$ cat src/rtl/drc_hpxl_packer.sv
// Half-pixel to DMA word packer: gathers DVP bytes into OUT_DATA_W words with
// strobes/last, optional per-pixel byte swap, and per-frame word/parity status.
module drc_hpxl_packer #(
    parameter int DVP_DATA_W = 8,
    parameter int OUT_DATA_W = 32,
    parameter int BYTE_NUM   = OUT_DATA_W / DVP_DATA_W,
    parameter int CNT_W      = 16
) (
    input  logic                  clk,
    input  logic                  rst,
    input  logic [DVP_DATA_W-1:0] bwd_hpxl_dat,
    input  logic                  bwd_hpxl_last,
    input  logic                  bwd_hpxl_vld,
    output logic                  bwd_hpxl_rdy,
    output logic [OUT_DATA_W-1:0] fwd_dma_dat,
    output logic [BYTE_NUM-1:0]   fwd_dma_strb,
    output logic                  fwd_dma_last,
    output logic                  fwd_dma_vld,
    input  logic                  fwd_dma_rdy,
    input  logic                  cfg_byte_swap,
    output logic [CNT_W-1:0]      frm_word_cnt,
    output logic                  frm_done,
    output logic                  frm_odd_err
);
    localparam int LW = (BYTE_NUM > 1) ? $clog2(BYTE_NUM) : 1;

    logic [LW-1:0]         lane_cnt;
    logic [LW-1:0]         lane;
    logic                  swap_q;
    logic                  swap_eff;
    logic [OUT_DATA_W-1:0] pack_dat;
    logic [BYTE_NUM-1:0]   pack_strb;
    logic [OUT_DATA_W-1:0] word_dat;
    logic [BYTE_NUM-1:0]   word_strb;
    logic                  hp_parity;
    logic                  out_vld_q;
    logic                  bwd_hsk;
    logic                  fwd_hsk;
    logic                  word_close;

    assign bwd_hpxl_rdy = ~out_vld_q | fwd_dma_rdy;
    assign fwd_dma_vld  = out_vld_q;
    assign bwd_hsk      = bwd_hpxl_vld & bwd_hpxl_rdy;
    assign fwd_hsk      = out_vld_q & fwd_dma_rdy;
    assign word_close   = bwd_hsk & ((lane_cnt == LW'(BYTE_NUM - 1)) | bwd_hpxl_last);

    // Swap is latched at the first lane so a word never mixes two lane orders.
    assign swap_eff = (lane_cnt == '0) ? cfg_byte_swap : swap_q;
    assign lane     = lane_cnt ^ LW'(swap_eff);

    always_comb begin
        word_dat  = pack_dat;
        word_strb = pack_strb;
        word_dat[lane*DVP_DATA_W +: DVP_DATA_W] = bwd_hpxl_dat;
        word_strb[lane] = 1'b1;
    end

    always_ff @(posedge clk) begin
        if (rst) begin
            lane_cnt  <= '0;
            pack_dat  <= '0;
            pack_strb <= '0;
            swap_q    <= 1'b0;
            hp_parity <= 1'b0;
        end else if (bwd_hsk) begin
            if (lane_cnt == '0)
                swap_q <= cfg_byte_swap;
            hp_parity <= bwd_hpxl_last ? 1'b0 : ~hp_parity;
            if (word_close) begin
                lane_cnt  <= '0;
                pack_dat  <= '0;
                pack_strb <= '0;
            end else begin
                lane_cnt  <= lane_cnt + LW'(1);
                pack_dat  <= word_dat;
                pack_strb <= word_strb;
            end
        end
    end

    // A close in the same cycle as a drain reloads, keeping one byte per cycle.
    always_ff @(posedge clk) begin
        if (rst) begin
            out_vld_q    <= 1'b0;
            fwd_dma_dat  <= '0;
            fwd_dma_strb <= '0;
            fwd_dma_last <= 1'b0;
        end else if (word_close) begin
            out_vld_q    <= 1'b1;
            fwd_dma_dat  <= word_dat;
            fwd_dma_strb <= word_strb;
            fwd_dma_last <= bwd_hpxl_last;
        end else if (fwd_hsk) begin
            out_vld_q <= 1'b0;
        end
    end

    always_ff @(posedge clk) begin
        if (rst) begin
            frm_word_cnt <= '0;
            frm_done     <= 1'b0;
            frm_odd_err  <= 1'b0;
        end else begin
            frm_done    <= fwd_hsk & fwd_dma_last;
            frm_odd_err <= bwd_hsk & bwd_hpxl_last & ~hp_parity;
            if (fwd_hsk)
                frm_word_cnt <= fwd_dma_last ? '0 : frm_word_cnt + CNT_W'(1);
        end
    end
endmodule

$ cat config.mk
export PLATFORM = sky130hd
export DESIGN_NAME = drc_hpxl_packer
export DESIGN_NICKNAME = d
export VERILOG_FILES = /design/src/rtl/drc_hpxl_packer.sv
export SDC_FILE = /design/constraint.sdc
export NUM_CORES = 1
export LEC_CHECK = 0
export CORE_UTILIZATION = 55
export DETAILED_ROUTE_END_ITERATION = 16
export PLACE_DENSITY = 0.89
export SLEW_MARGIN = 40
export SYNTH_ARGS = -nofsm -noshare
export SYNTH_HDL_FRONTEND = slang
export SYNTH_SLANG_ARGS = --single-unit
export TNS_END_PERCENT = 30
$ cat constraint.sdc
create_clock -name clk -period 5.95 [get_ports clk]
set_input_delay 1.19 -clock clk [delete_from_list [all_inputs] [get_ports clk]]
set_output_delay 1.19 -clock clk [all_outputs]
set_load 0.02 [all_outputs]
==> results of run 1 <==
## registers in the layout, summed over array words and instances, names as in the netlist
name,flops
frm_done,1
pack_strb,4
frm_word_cnt,16
pack_dat,32
frm_odd_err,1
fwd_dma_dat,32
lane_cnt,2
hp_parity,1
swap_q,1
fwd_dma_last,1
fwd_dma_strb,4
fwd_dma_vld,1
## through the flow
step	utilization (%)	total power [mW]
after floorplan	-	0.7751
after global placement	66.21	0.8056
after detailed placement	66.48	0.8108
after CTS	69.44	1.236
after global routing	69.44	1.274
final	69.44	1.233
## layer usage
| metal | GRT usage [%] | share of wire [%] |
|---|---|---|
| met2 | 37.16 | 48 |
| met4 | 9.394 | 1.6 |
| met1 | 30.92 | 46 |
| met3 | 5.238 | 4.4 |
| met5 | 0 | 0 |
## path summary, 6_finish.rpt
path                            slack, ns  cells past startpoint      endpoint
worst max-delay path                 2.06                      3  bwd_hpxl_rdy
worst min register to register       0.46                      1   frm_odd_err
worst max register to register       3.51                      6  pack_dat[18]
worst min-delay path                 0.46                      1   frm_odd_err
## cells in the mapped netlist
master     instances
nor3_2             1
o2bb2ai_1         36
ha_1               3
dfxtp_1           96
and2_4             1
and4_1             1
buf_4              5
buf_1              2
a21oi_1           12
or2_2              1
a21oi_2            1
nand2b_4           1
o21ai_0            1
a41o_1             2
nand2_4            1
or3_1              4
nor4_4             1
nor3_1             4
nor2_1            20
buf_8              3
buf_6              6
nand4_1            4
a31oi_1            3
a31o_2             2
xnor2_1            5
buf_2              7
nand3_1            9
nand2_1           17
mux2i_2            3
o22ai_2            2
o22ai_4            2
nand2b_1           3
inv_1              6
nor4_1             2
xor2_1             5
and3_1             4
a22o_1            32
clkbuf_1           9
nor2b_1            4
mux2_4             1
mux2i_1           35
nor3b_1            1
mux2i_4            1
## power breakdown
part | switching, mW | internal, mW
registers | 0.0103 | 0.656
clock network | 0.235 | 0.201
logic | 0.0745 | 0.0563
total | 0.320 | 0.913
## final cells by class
cell class | instances | area share (%)
flip-flops and latches | 96 | 40.29
multi-input cells | 225 | 37.46
repair buffers | 72 | 15.01
clock buffers | 10 | 2.676
well taps | 96 | 2.518
clock inverters | 6 | 1.574
inverters | 6 | 0.4722
## worst register-to-register path, delay by kind of cell, from the launching register on
family / cells / cell delay [ns]
simple gates: 1 / 0.45
mux: 2 / 0.96
fa+ha+maj: 1 / 0.26
buf+inv: 1 / 0.09
flops: 1 / 0.43
compound gates: 1 / 0.22
## kinds of logic (layout without fill, tap and decap cells)
family	after synthesis	after routing	synth area share [%]
buffers and inverters	38	94	6.321
adder cells (fa/ha/maj)	3	3	0.9531
flip-flops	96	96	48.79
multiplexers	40	40	10.90
AO/OA/AOI/OAI	93	93	20.08
XOR/XNOR	10	10	2.224
AND/OR/NAND/NOR	79	79	10.74
==> impl.org, run 1 <==
** Global route
- Global routing consumed, over all layers together, a little under a quarter of the routing resources.
- The first global-routing pass estimated 13.50 mm of wire.
- GRT Residual Overflow :: 0
- The number of global-route vias before repair came to between 2,000 and 3,000.
- Entering global routing, the biggest net connects slightly above 40 pins.
- The initial antenna violation count was 0.

** Critical path
- Critical path buffers and inverters :: 2
- STA classifies the critical path startpoint as a primary input.
- Worst setup path start :: fwd_dma_rdy
- Crit-path leading delay family :: buffers and inverters
- In this run the worst path has a maximum fanout of 9.
- Cell occurring most often along the worst timing path :: clkdlybuf4s50_1
- Delay of the slowest critical-path stage :: 0.64 ns
- At the worst endpoint, the required time is 4.76 ns.
- Endpoint type of the worst setup path :: primary output
- In this run the critical register-to-register path is launched from lane_cnt[0].
- Among all stages on the critical path, the largest delay is contributed by clkdlybuf4s50_1.
- Critical Path, Cell by Cell :: clkdlybuf4s50_1 > nand2b_4 > clkdlybuf4s50_1
- Data on the critical path arrives at its endpoint at roughly 2.7 ns.
- Crit Path Class :: in -> out

** Clock tree
- Longest Clk Path Bufs :: 2
- The number of hold buffers added after CTS was 0.
- At the later pin of the worst-skew pair, clock insertion delay measures 0.36 ns.
- Once the clock tree was built, the setup fixing pass inserted 0 buffers.
- Worst-path clk slew :: 0.08 ns
- CTS built an H-tree with a depth of 3.
- CTS Root Cell :: clkbuf_8
- TritonCTS built the clock tree.
- Number of clock sinks seen by CTS :: 96
- Clock buffers created by TritonCTS :: 9
- Post-cts gate resize count :: 0

** Timing
- Summed negative setup slack over all endpoints :: 0 ns
- Worst hold slack across all endpoints :: 0.4620 ns
- Headroom to the max-slew limit came out at 48.41%.
- The worst path needs roughly 4 ns of the cycle, external delays included.
- The count of final max-slew check failures was 0.
- Clock Skews :: 0.01765 ns
- Crit share post-route :: 65.42%
- Final critical-path setup slack :: 2.058 ns
- At the pin with the least slew margin, the transition time is roughly 0.77 ns.
- Derived from the worst setup path, the maximum achievable clock frequency is about 260 MHz.
- Setup violations remaining at the end of the flow were counted as 0.
- Final-report hold violation count :: 0
- Setup repair after global routing left no endpoint under its margin.

** Finish
- Relative to the synthesized area, the layout overhead comes to 21.09%.
- The filler cells instantiated in the layout total a little over 500.
- Storage cell area :: 1922 um^2
- The final layout contains 427 nets.
- The repair_antennas step left the layout with diodes totalling 0.
- The library cell used most frequently in the layout, excluding fill and tap cells, is dfxtp_1.
- Leaving out fill and tap cells, the most frequent cells in the layout are dfxtp_1 (96), clkdlybuf4s50_1 (70), o2bb2ai_1 (36).
- Layout cell share with drive strength beyond 1 :: under 10%
- The finished cells cover approximately 4800 um^2.
- Total area of multi-input combinational cells :: between 1500 and 2000 um^2
- Final std cells w/o fill :: approximately 510

** Place
- The HPWL after detailed placement is 5.522 mm.
- During placement, the flow inserted port buffers numbering 70.
- In this run the cell area measured after placement is roughly 4600 um^2.
- In this run, placement finished with an instance count of ~500.
- Timing analysis after detailed placement gives a worst setup slack of between 2 and 2.5 ns.
- Routability-driven placement finished with a final weighted congestion of 0.8043.

** Synthesis
- Dividing the synthesized area by the synthesized cell count gives 10.97 um^2.
- Counting every instance in the synthesized netlist gives between 300 and 400.
- Seq cells post-synth :: between 90 and 100
- Summing the sequential cell areas from Yosys gives around half of the chip area.
- Most area-consuming cells after synthesis :: dfxtp_1 (49%), mux2i_1 (8.9%), o2bb2ai_1 (8.0%)
- The number of nets in the synthesized netlist is ~380.
- Cell type with the largest total area after synthesis :: dfxtp_1
- After synthesis, the netlist uses 43 different library cells.
- For this run, the number of Yosys warnings is 0.
- Synth Cell Area :: slightly below 4000 um^2
- Summed over its instances, the top area cell type makes up between 40 and 50% of the synthesized netlist area.

** Floorplan
- Die X-Extent :: approximately 87 um
- In this run the vertical extent of the chip is roughly 87 um.
- Boundary pin count :: 71
- Effective utilization at floorplan :: ~57%
- The core region is between 6000 and 7000 um^2.
- The initialized floorplan defines 30 standard-cell rows.
- Full die area :: ~7500 um^2

** Worst hold path
- The startpoint identified for the worst hold timing path is hp_parity.
- In this run the worst hold path is classified as reg -> reg.

** Drt
- In this run the remaining antenna-violating nets after routing total 0.
- Final wirelength :: around 8.4 mm
- Count of routing violations after the opening detailed-route iteration :: between 90 and 100
- Using the TritonRoute via totals, the vias-per-cell ratio works out to about 5.7.
- Vias after detailed routing :: around 2,900
- Number of optimization iterations in the first detailed-route pass :: 4
- After detailed routing, the number of remaining DRC violations is 0.
- Dividing the detail-routed wire length by the instance count gives roughly 16 um.

** Pwr
- Leakage component of the power :: 1.696 nW
- In this run the power density over the cells is roughly 260 nW/um^2.
- IR analysis of the VDD net gives a maximum drop of around 0.16 mV.

** Run status
- The run finished with clean final reports.

** Run
- Total of max-cap violations :: 0
Power figures use the tool's default switching activity.
==> inputs of run 2 (changes only) <==
--- a/config.mk
+++ b/config.mk
@@ -5,9 +5,9 @@
 export SDC_FILE = /design/constraint.sdc
 export NUM_CORES = 1
 export LEC_CHECK = 0
-export CORE_UTILIZATION = 55
+export CORE_UTILIZATION = 47
 export DETAILED_ROUTE_END_ITERATION = 16
-export PLACE_DENSITY = 0.89
+export PLACE_DENSITY = 0.82
 export SLEW_MARGIN = 40
 export SYNTH_ARGS = -nofsm -noshare
 export SYNTH_HDL_FRONTEND = slang
==> constraint.sdc (replaced) <==
create_clock -name clk -period 3.45 [get_ports clk]
set_input_delay 0.69 -clock clk [delete_from_list [all_inputs] [get_ports clk]]
set_output_delay 0.69 -clock clk [all_outputs]
set_load 0.02 [all_outputs]
==> impl.org, run 2 (same netlist as run 1, synthesis figures left out) <==
** Run status
- Result of the run: finished, final reports clean (unchanged).

** Critical path
- Cell count of the worst reg-to-reg path :: 7 (was 6)
- The maximum net fanout on the critical path is 9 (unchanged).
- Endpoint type of the worst setup path :: primary output (unchanged)
- Endpoint arrival time on the critical path :: 2.18 ns (was 2.70 ns)
- The required time reported for the critical path endpoint was 2.76 ns (was 4.76 ns).
- Crit Path Class :: in -> out (unchanged)
- Worst reg-to-reg setup slack :: 1.11 ns (was 3.51 ns)
- Startpoint Class :: primary input (unchanged)

** Drt
- The number of nets still failing antenna checks after routing is 0 (unchanged).
- DRC violations left :: 0 (unchanged)
- The average wire per cell in the routed design is 15.74 um (was 16.48 um).
- The total iterations of the first detailed-routing run was 4 (unchanged).
- The total number of vias came to 2,900 (was 2,896).
- Final wirelength :: 8.232 mm (was 8.422 mm)
- The initial detailed-routing violation count was 115 (was 95).
- Mean number of vias per cell :: 5.545 (was 5.667)

** Clock tree
- The clock latency at the later pin of the worst-skew pair came to 0.37 ns (was 0.36 ns).
- The number of buffers on the longest clock path was 2 (unchanged).
- The number of gates resized after CTS is 0 (unchanged).
- CTS Root Cell :: clkbuf_8 (unchanged)
- Post-CTS setup-driven buffer insertion count :: 0 (unchanged)
- The H-tree depth came to 3 (unchanged).
- The cts-stage hold buffer count came to 0 (unchanged).
- TritonCTS clock tree :: built (unchanged)
- Clock buffers created by TritonCTS :: 9 (unchanged)
- The clock slew seen by the registers of the worst setup and hold paths is 0.10 ns (was 0.08 ns).
- The sink count of the clock tree is 96 (unchanged).

** Finish
- N_diodes :: 0 (unchanged)
- The layout net count came to 430 (was 427).
- Most frequent cells in the layout: dfxtp_1 (96), clkdlybuf4s50_1 (70), o2bb2ai_1 (36) (unchanged).
- Storage cell area :: 1922 um^2 (unchanged)
- The total area of multi-input combinational cells is 1769 um^2 (was 1787 um^2).
- Layout cell share with drive strength beyond 1 :: 9.569% (was 8.675%)
- The fill cell total of the finished layout is 692 (was 504).
- Regs by FF count: fwd_dma_dat x32, pack_dat x32, frm_word_cnt x16 (unchanged).
- The relative area change from synthesis to final layout was 21.32% (was 21.09%).
- Most frequent standard cell in the layout excluding fill and tap cells :: dfxtp_1 (unchanged)

** Floorplan
- Floorplan Core Area :: 8175 um^2 (was 6869 um^2)
- Die X-Extent :: 93.55 um (was 86.63 um)
- The die area was 8751 um^2 (was 7504 um^2).
- Number of core rows :: 33 (was 30)
- The top-level port count came to 71 (unchanged).
- The initial core utilization is 48.18% (was 57.34%).
- Height of the chip :: 93.55 um (was 86.63 um)

** Global route
- The number of global-route vias before repair was 2,687 (was 2,701).
- GRT Residual Overflow :: 0 (unchanged)
- The maximum number of pins on one net before global-route repair was 41 (unchanged).
- Number of antenna violations at the first check in global routing :: 0 (unchanged)
- The overall global routing resource usage came to 19.83% (was 23.38%).
- Global-route wire length before repair :: 13.46 mm (was 13.50 mm)

** Worst hold path
- The type of the tightest min-delay check was reg -> reg (unchanged).
- The number of cells on the worst hold path is 1 (unchanged).

** Place
- The HPWL after detailed placement is 5.506 mm (was 5.522 mm).
- Minimum setup slack after placement :: 0.5763 ns (was 2.058 ns)
- Weighted congestion reported at the end of routability-driven placement :: 0.7846 (was 0.8043)
- Count of input and output buffers :: 70 (unchanged)

** Timing
- Crit share post-route :: 83.32%
- Setup-failing EPs final :: 0 (unchanged)
- The setup clock skew after layout is 0.01840 ns (was 0.01765 ns).
- The number of hold-slack violations in the final timing report came to 0 (unchanged).
- Measured slew at the worst slew-check pin :: 0.6492 ns (was 0.7714 ns)
- Final number of max-transition violations :: 0 (unchanged)
- For the finished layout, the period the worst path requires is ~2.9 ns.
- Derived from the worst setup path, the maximum achievable clock frequency is ~350 MHz.
- Summed negative setup slack over all endpoints :: 0 ns (unchanged)
- Final critical-path setup slack :: 0.5755 ns (was 2.058 ns)
- Worst-case headroom to the max-slew limit :: 56.72% (was 48.41%)
- RSZ-0062 raised after global routing: false (unchanged).

** Pwr
- The static leakage power came to 1.702 nW (was 1.696 nW).
- The maximum VDD drop is 0.1918 mV (was 0.1577 mV).
- Power per unit of standard cell area :: 437.9 nW/um^2 (was 258.5 nW/um^2)
- The post-route total power was 2.093 mW (was 1.233 mW).

** Run
- The number of max-cap violations was 0 (unchanged).
==> run 2: worst paths after layout <==
kind / from / to
worst max-delay path: fwd_dma_rdy / bwd_hpxl_rdy
worst min-delay path: hp_parity / frm_odd_err
worst max register to register: lane_cnt[0] / fwd_dma_dat[7]
worst min register to register: hp_parity / frm_odd_err
==> run 2: per-layer routing <==
layer	wire length [um]	vias to the layer above	track usage (%)
li1	-	1420	-
met1	3866	1387	26.23
met5	0	-	0
met3	486	11	6.423
met4	116	0	7.051
met2	3763	82	30.21
==> run 2: layout make-up <==
| cell class | count | share of cell area (%) |
|---|---|---|
| Multi-Input combinational cell | 225 | 37.03 |
| Tap cell | 105 | 2.749 |
| Timing Repair Buffer | 75 | 15.45 |
| Clock inverter | 7 | 1.493 |
| Inverter | 6 | 0.4713 |
| Sequential cell | 96 | 40.22 |
| Clock buffer | 9 | 2.592 |
==> run 2: worst max-delay path: stages <==
cell and delay [ns]:
clkdlybuf4s50_1 0.63, nand2b_4 0.24, clkdlybuf4s50_1 0.62
==> run 2: power breakdown <==
part	total, mW	internal [mW]	switching (mW)
Combinational	0.225	0.0979	0.127
Clock	0.718	0.283	0.435
Sequential	1.15	1.13	0.0172
Total	2.09	1.51	0.580
==> run 2: per-stage QoR <==
stage / hold WS [ns] / instance area, um^2 / std cells / util, %
after global placement: 0.4430 / 4582 / 507 / 56.05
after floorplan: 0.4144 / 3939 / 359 / -
after detailed placement: 0.4439 / 4583 / 507 / 56.06
after CTS: 0.4597 / 4778 / 523 / 58.45
final: 0.4542 / 4778 / 523 / 58.45
after global routing: 0.4837 / 4778 / 523 / 58.45
==> inputs of run 3 (changes only) <==
==> constraint.sdc (replaced) <==
create_clock -name clk -period 2.45 [get_ports clk]
set_input_delay 0.49 -clock clk [delete_from_list [all_inputs] [get_ports clk]]
set_output_delay 0.49 -clock clk [all_outputs]
set_load 0.02 [all_outputs]
==> impl.org, run 3 (same netlist as run 1, synthesis figures left out) <==
** Clock tree
- CTS Root Cell :: clkbuf_8 (unchanged)
- Post-CTS setup-driven buffer insertion count :: 0 (unchanged)
- # H-tree levels :: 3 (unchanged)
- Worst-path clk slew :: 0.11 ns (was 0.10 ns)
- The number of buffers created by CTS was 9 (unchanged).
- The cts-stage hold buffer count came to 0 (unchanged).
- Post-cts gate resize count :: 0 (unchanged)
- The CTS tree is built (unchanged).
- Number of clock sinks seen by CTS :: 96 (unchanged)
- The clock latency at the later pin of the worst-skew pair was 0.38 ns (was 0.37 ns).
- Longest Clk Path Bufs :: 2 (unchanged)

** Drt
- The amount of wire on met2 after detailed routing is 4.065 mm (was 3.763 mm).
- The number of nets still failing antenna checks after routing was 0 (unchanged).
- The total iterations of the first detailed-routing run came to 11 (was 4).
- The highest metal layer with signal wires is met4 (unchanged).
- Average wire length per cell after detail routing :: 16.17 um (was 15.74 um)
- The routed wire length came to 8.520 mm (was 8.232 mm).
- Routed length on met3 :: 490 um (was 486 um)
- The total number of vias came to 2,938 (was 2,900).
- Count of routing violations after the opening detailed-route iteration :: 156 (was 115)
- DRC violations left :: 2 (was 0)
- The number of vias per cell came to 5.575 (was 5.545).
- The post-route met1 wirelength came to 3.846 mm (was 3.866 mm).

** Finish
- Design area :: 4842 um^2 (was 4778 um^2)
- Utilization after layout :: 59.23% (was 58.45%)
- Most frequent cells in the layout: dfxtp_1 (96), clkdlybuf4s50_1 (70), o2bb2ai_1 (36) (unchanged).
- Layout overhead on the synthesized area :: 22.94% (was 21.32%)
- The number of antenna repair diodes was 0 (unchanged).
- Final-layout fill cell count :: 684 (was 692)
- Regs by FF count :: fwd_dma_dat x32, pack_dat x32, frm_word_cnt x16 (unchanged)
- The layout net count was 434 (was 430).
- Most frequent standard cell in the layout excluding fill and tap cells :: dfxtp_1 (unchanged)
- Layout cell share with drive strength beyond 1 :: 10.19% (was 9.569%)

** Timing
- The measured slew at the worst slew-check pin came to 0.4383 ns (was 0.6492 ns).
- The tightest slew margin relative to the limit was 70.64% (was 56.72%).
- RSZ-0062 raised after global routing :: false (unchanged)
- Setup-failing EPs final :: 0 (unchanged)
- Summed negative setup slack over all endpoints :: 0 ns (unchanged)
- Highest clock rate :: roughly 440 MHz
- Crit share post-route :: between 90% and 100%
- Final-report hold violation count :: 0 (unchanged)
- Subtracting the final worst setup slack from the clock period gives between 2 and 2.5 ns.
- The count of final max-slew check failures was 0 (unchanged).
- Clock Skews :: 0.01929 ns (was 0.01840 ns)

** Floorplan
- Height of the chip :: 93.55 um (unchanged)
- The number of placement rows came to 33 (unchanged).
- The x dimension of the die was 93.55 um (unchanged).
- Floorplan Core Area :: 8175 um^2 (unchanged)
- The initial core utilization is 48.18% (unchanged).
- The die area is 8751 um^2 (unchanged).
- Boundary pin count :: 71 (unchanged)

** Run status
- Result of the run :: finished with violations (was finished, final reports clean)
- The final reports fail on design-rule violations.

** Global route
- The global-route wire length before repair came to 14.15 mm (was 13.46 mm).
- The number of global-route vias before repair came to 2,810 (was 2,687).
- GRT Residual Overflow :: 0 (unchanged)
- GRT Util Overall :: 20.76% (was 19.83%)
- Number of antenna violations at the first check in global routing :: 0 (unchanged)
- Maximum number of pins on one net before global-route repair :: 41 (unchanged)

** Critical path
- The critical setup path kind is in -> out (unchanged).
- Crit path required time :: 1.96 ns (was 2.76 ns)
- The maximum net fanout on the critical path is 7 (was 9).
- Startpoint Class :: primary input (unchanged)
- Endpoint arrival time on the critical path :: 1.79 ns (was 2.18 ns)
- Endpoint type of the worst setup path :: primary output (unchanged)

** Pwr
- Power per unit of standard cell area :: 622.1 nW/um^2 (was 437.9 nW/um^2)
- The static leakage power came to 1.741 nW (was 1.702 nW).
- Max VDD drop :: 0.3084 mV (was 0.1918 mV)

** Place
- Placed standard-cell area :: 4637 um^2 (was 4583 um^2)
- Weighted congestion reported at the end of routability-driven placement :: 0.7665 (was 0.7846)
- Count of input and output buffers :: 70 (unchanged)
- DP Wirelength :: 5.792 mm (was 5.506 mm)

** Run
- The number of max-cap violations was 0 (unchanged).

** Worst hold path
- Path type of the worst min-delay path :: reg -> reg (unchanged)
==> run 3: path summary, 6_finish.rpt <==
path               startpoint      endpoint  slack [ns]  cells past startpoint
setup / recovery  fwd_dma_rdy  bwd_hpxl_rdy        0.17                      3
hold / removal      hp_parity   frm_odd_err        0.45                      1
setup reg to reg  lane_cnt[0]  pack_dat[10]        0.27                      7
hold reg to reg     hp_parity   frm_odd_err        0.45                      1
==> run 3: final cells by class <==
| type | count | area [um^2] | share of cell area, % |
|---|---|---|---|
| Sequential cell | 96 | 1922 | 39.69 |
| Tap cell | 105 | 131.4 | 2.713 |
| Clock inverter | 7 | 81.33 | 1.680 |
| Clock buffer | 9 | 123.9 | 2.558 |
| Timing Repair Buffer | 79 | 793.3 | 16.38 |
| Multi-Input combinational cell | 225 | 1768 | 36.51 |
| Inverter | 6 | 22.52 | 0.4651 |
==> run 3: metal layers <==
layer	vias up	track usage [%]
met3	9	5.122
li1	1430	-
met5	-	0
met2	93	32.84
met1	1406	27.37
met4	0	7.692
==> run 3: power by group <==
group	internal (mW)	switching (mW)	total (mW)
logic	0.149	0.181	0.330
clock network	0.415	0.648	1.06
registers	1.59	0.0255	1.62
total	2.16	0.854	3.01
==> run 3: worst max-delay path, cell delays in order <==
cell and delay (ns):
clkdlybuf4s50_1 0.49, nand2b_4 0.18, clkdlybuf4s50_1 0.63
==> run 3: through the flow <==
step,setup slack [ns],hold slack [ns],total power [mW],instances
global route,0.1191,0.4841,3.122,527
finish,0.1735,0.4523,3.012,527
detailed placement,0.08549,0.4366,1.985,511
floorplan,0.5769,0.4144,1.882,359
global placement,0.1144,0.4286,1.978,511
CTS,0.1619,0.4568,3.031,527
